File: src/rtl/fir_pkg.sv
// Shared sizing, FSM encoding and Q15 limits for the serial FIR MAC engine.
package fir_pkg;
    localparam int NUM_TAPS  = 64;
    localparam int DATA_W    = 16;
    localparam int COEFF_W   = 16;
    localparam int ACC_W     = 40;
    localparam int OUT_SHIFT = 15;
    localparam int CNT_W     = $clog2(NUM_TAPS);

    localparam logic [1:0] ST_IDLE  = 2'd0;
    localparam logic [1:0] ST_MAC   = 2'd1;
    localparam logic [1:0] ST_ROUND = 2'd2;

    typedef enum logic [1:0] {
        IDLE  = ST_IDLE,
        MAC   = ST_MAC,
        ROUND = ST_ROUND
    } state_t;

    localparam logic signed [DATA_W-1:0] Q15_MAX = 16'sh7FFF;
    localparam logic signed [DATA_W-1:0] Q15_MIN = 16'sh8000;
endpackage

File: src/rtl/fir_round_sat.sv
// Round-half-up, arithmetic shift and clip of the accumulator to a Q15 sample.
// With FIR_SAT_STATUS_EN the clip indicator is exported.
module fir_round_sat
    import fir_pkg::*;
(
    input  logic signed [ACC_W-1:0]  acc,
    output logic signed [DATA_W-1:0] y
`ifdef FIR_SAT_STATUS_EN
    ,
    output logic                     clip
`endif
);
    // One guard bit so the rounding bias cannot wrap a near-full accumulator.
    localparam logic signed [ACC_W:0] HALF =
        {{(ACC_W-OUT_SHIFT+1){1'b0}}, 1'b1, {(OUT_SHIFT-1){1'b0}}};
    localparam logic signed [ACC_W:0] MAX_EXT = {{(ACC_W+1-DATA_W){1'b0}}, Q15_MAX};
    localparam logic signed [ACC_W:0] MIN_EXT = {{(ACC_W+1-DATA_W){1'b1}}, Q15_MIN};

    logic signed [ACC_W:0] biased;
    logic signed [ACC_W:0] shifted;
    logic                  hi;
    logic                  lo;

    assign biased  = {acc[ACC_W-1], acc} + HALF;
    assign shifted = biased >>> OUT_SHIFT;
    assign hi      = shifted > MAX_EXT;
    assign lo      = shifted < MIN_EXT;
    assign y       = hi ? Q15_MAX : (lo ? Q15_MIN : shifted[DATA_W-1:0]);

`ifdef FIR_SAT_STATUS_EN
    assign clip = hi | lo;
`endif
endmodule

File: src/rtl/fir_mac_engine.sv
// Serial 64-tap FIR MAC: circular delay line, one tap per cycle, rounded/saturated output.
// Optional sticky saturation status under FIR_SAT_STATUS_EN (adds sat_clr / sat_flag).
module fir_mac_engine
    import fir_pkg::*;
(
    input  logic                      clk,
    input  logic                      rst,
    input  logic                      clk_enable,
    input  logic signed [DATA_W-1:0]  sample_in,
    input  logic                      sample_valid,
    output logic                      sample_ready,
    output logic [CNT_W-1:0]          current_count,
    input  logic signed [COEFF_W-1:0] product_mux,
    output logic signed [DATA_W-1:0]  filter_out,
    output logic                      out_valid,
    output logic                      busy
`ifdef FIR_SAT_STATUS_EN
    ,
    input  logic                      sat_clr,
    output logic                      sat_flag
`endif
);
    state_t                           state;
    logic [CNT_W-1:0]                 wr_ptr;
    logic signed [ACC_W-1:0]          acc;
    logic signed [DATA_W-1:0]         delay [NUM_TAPS];
    logic [CNT_W-1:0]                 rd_idx;
    logic signed [DATA_W+COEFF_W-1:0] prod;
    logic signed [DATA_W-1:0]         rounded;

    // Newest sample sits at wr_ptr and pairs with tap 0.
    assign rd_idx       = wr_ptr - current_count;
    assign prod         = delay[rd_idx] * product_mux;
    assign sample_ready = (state == IDLE);
    assign busy         = (state == MAC) || (state == ROUND);

`ifdef FIR_SAT_STATUS_EN
    logic clip;

    fir_round_sat u_round_sat (
        .acc  (acc),
        .y    (rounded),
        .clip (clip)
    );

    // Set wins over a same-edge clear.
    always_ff @(posedge clk or negedge rst) begin
        if (!rst)
            sat_flag <= 1'b0;
        else if (clk_enable) begin
            if (state == ROUND && clip)
                sat_flag <= 1'b1;
            else if (sat_clr)
                sat_flag <= 1'b0;
        end
    end
`else
    fir_round_sat u_round_sat (
        .acc (acc),
        .y   (rounded)
    );
`endif

    always_ff @(posedge clk or negedge rst) begin
        if (!rst) begin
            state         <= IDLE;
            wr_ptr        <= '0;
            acc           <= '0;
            current_count <= '0;
            filter_out    <= '0;
            out_valid     <= 1'b0;
            for (int i = 0; i < NUM_TAPS; i++)
                delay[i] <= '0;
        end else if (clk_enable) begin
            out_valid <= 1'b0;
            case (state)
                IDLE: begin
                    if (sample_valid) begin
                        delay[wr_ptr] <= sample_in;
                        acc           <= '0;
                        current_count <= '0;
                        state         <= MAC;
                    end
                end
                MAC: begin
                    acc           <= acc + ACC_W'(prod);
                    current_count <= current_count + 1'b1;
                    if (current_count == CNT_W'(NUM_TAPS-1))
                        state <= ROUND;
                end
                ROUND: begin
                    filter_out <= rounded;
                    out_valid  <= 1'b1;
                    wr_ptr     <= wr_ptr + 1'b1;
                    state      <= IDLE;
                end
                default: state <= IDLE;
            endcase
        end
    end
endmodule

File: config.mk
export PLATFORM = sky130hd
export DESIGN_NAME = fir_mac_engine
export DESIGN_NICKNAME = d
export VERILOG_FILES = /design/src/rtl/fir_pkg.sv /design/src/rtl/fir_round_sat.sv /design/src/rtl/fir_mac_engine.sv
export SDC_FILE = /design/constraint.sdc
export NUM_CORES = 2
export LEC_CHECK = 0
export BUFFER_PORTS_ARGS = -buffer_cell sky130_fd_sc_hd__buf_2
export CAP_MARGIN = 40
export CORE_ASPECT_RATIO = 0.5
export CORE_MARGIN = 1.5
export CORE_UTILIZATION = 64
export CTS_CLUSTER_SIZE = 14
export DETAILED_ROUTE_END_ITERATION = 8
export PLACE_DENSITY = 0.82
export SYNTH_ARGS = -nofsm -noshare
export SYNTH_HDL_FRONTEND = slang
export SYNTH_SLANG_ARGS = --single-unit
File: constraint.sdc
create_clock -name clk -period 10.2 [get_ports clk]
set_clock_uncertainty 0.2 [all_clocks]
set_input_delay 2.55 -clock clk [delete_from_list [all_inputs] [get_ports clk]]
set_output_delay 2.55 -clock clk [all_outputs]
set_load 0.01 [all_outputs]
==> metrics.yaml <==
status: "finished clean"
slowest_stage: "fa_4"
rows: 80
ys_seq_elements: 1095
clock.fmax_mhz: 99.46
grt-ovfl-total: 0
critPathLaunchType: "flip-flop"
syn_inst: 4541
synth_top_area_share_pct: 43.70
min_period_over_period_pct: 98.58
synth_edf_count: 0
relSlewSlack_pct: 26.31
r2r_slack_ns: 0.15
yosys.area.top_type: "dfrtp_1"
htreeDepth: 3
synth_flop_cell: "dfrtp_1"
syn_to_final_growth_pct: 9.912
grt_use_met3_pct: 7.740
die_w_um: 445.6
fin_util_pct: 71.64
drv_cap: 0
cts.sinks: 1095
vias: 38430
drt_iter0_markers: 3304
crit_type: "flip-flop to flip-flop"
clockBufferDepth: 3
ys_warn_count: 0
root_buffer: "clkbuf_16"
synth_area_mm2: 0.06270
setup_ws_ns: 0.1453
placed_cell_area_mm2: 0.06527
hold_viol: 0
grt_util_met1_pct: 45.49
ys_async_sr_fraction_pct: 100.0
die_h_um: 224.3
grt_max_degree: 193
worst_pin_slew_ns: 1.105
worstPathMaxFanout: 18
grt_busiest_layer: "met2"
gp_congestion: 0.9323
synthTopCellsByCount: "dfrtp_1, mux2_2, inv_1, fa_1, mux4_2"
critPathRequiredTime_ns: 10.57
period_minus_slack_ns: 10.05
cpPeakStageDelay_ns: 0.97
clk_pin_slew_ns: 0.06
syn_nets: 5034
grtUsageMet2_pct: 50.85
cts_made_buffers: 98
dp_slack_ns: -0.07419
arrival_ns: 10.43
die_area_mm2: 0.09996
whs_ns: 0.2916
dp_hpwl_mm: 106.2
final_area_mm2: 0.06891
ant_nets: 0
synth.area.top_cells: "dfrtp_1, mux2_2, mux4_2, fa_1, ha_1"
cp_num_buf_inv: 9
insertion_delay_ns: 0.71
wire_per_inst_um: 26.24
synth_cell_types: 77
critical-path-top-delay-family: "adder cells"
drc_errors: 0
viasPerCell: 6.439
ys_seq_area_share_pct: 43.70
drt_wl_total_mm: 156.6
crit_path_end_kind: "flip-flop"
grt_pass1_vias: 41410
antenna_found_initial: 4
fillers: 5864
layout-drive-gt1-share_pct: 39.29
grt.total_usage_pct: 32.29
cts_tree: "built"
min_path_type: "flip-flop to flip-flop"
syn_avg_cell_area_um2: 13.81
portBuffers: 60
setup_viol: 0
initial_core_util_pct: 65.18
dr.pass1.iters: 6
final_nets: 5081
grt_pass1_wl_mm: 244.8
fp.coreArea_mm2: 0.09619
yosysMostFrequentCell: "dfrtp_1"
finalMaxSlewViolations: 0
ioPinCount: 61
## tightest hold or removal path: stages (launching register included)
cell	delay [ns]
dfrtp_1	0.35
nand2_1	0.05
o21ai_0	0.06
## stage by stage
stage	TNS, ns	cells
after CTS	0	5939
final	0	5969
after detailed placement	-0.07419	5772
after floorplan	0	4541
after global placement	-0.01407	5731
after global routing	-0.1290	5968
## cell type report
cell class	instances	area [um^2]	share of cell area, %
multi-input cells	2712	32500	47.17
flip-flops and latches	1095	27400	39.76
clock buffers	140	2833	4.111
repair buffers	269	2659	3.858
well taps	1312	1642	2.382
inverters	412	1550	2.250
clock inverters	27	316.6	0.4594
diodes	2	5.005	0.007263
## kinds of logic after synthesis
family,Yosys count,share of synthesized area [%]
flops,1095,43.70
fa+ha+maj,457,13.08
xor+xnor,66,0.9579
compound gates,221,2.628
mux,1346,29.88
buf+inv,734,4.786
simple gates,622,4.959
## final timing paths
path / start / endpoint / depth (start not counted)
hold / removal: filter_out[15] / filter_out[15] / 2
setup reg to reg: wr_ptr[0] / acc[39] / 33
hold reg to reg: filter_out[15] / filter_out[15] / 2
min in group asynchronous: rst / delay[561] / 1
max in group asynchronous: rst / acc[21] / 3
setup / recovery: wr_ptr[0] / acc[39] / 33
## flip-flops by register name, indices dropped and copies added (netlist names)
name           count
out_valid          1
delay           1024
acc               40
wr_ptr             6
current_count      6
state              2
filter_out        16
## metal layers
layer | wire, um | vias up
met2 | 73850 | 1625
met1 | 64010 | 20640
li1 | - | 15860
met4 | 4531 | 4
met3 | 14190 | 303
met5 | 19 | -
## what timing repair did
| item | 4_1_cts | 5_1_grt |
|---|---|---|
| cloned | 0 | 4 |
| pin swaps | 0 | 9 |
| setup endpoints to repair | 1 | 14 |
| setup buffers | 0 | 23 |
| hold buffers | 0 | 0 |
| gates resized for setup | 1 | 30 |
| endpoints found under the hold margin | 0 | 0 |
## layout by cell type, fill, tap and decap left out, types with 14 or more instances in the layout
cell	count
a21o_1	14
a21oi_1	30
and2_1	156
and3_1	15
buf_12	33
buf_2	60
buf_4	139
buf_8	14
clkbuf_1	22
clkbuf_16	104
clkbuf_8	18
clkinv_2	15
dfrtp_1	1095
fa_1	326
ha_1	124
inv_1	409
mux2_2	1026
mux4_2	314
nand2_1	200
nand3_1	50
nand4_1	19
nor2_1	108
o21ai_0	58
o22a_1	14
xnor2_1	36
xor2_1	26
Power is left out: the tool's default activity adds up to more than one toggle a clock period on the data nets, which glitch-free logic cannot reach.
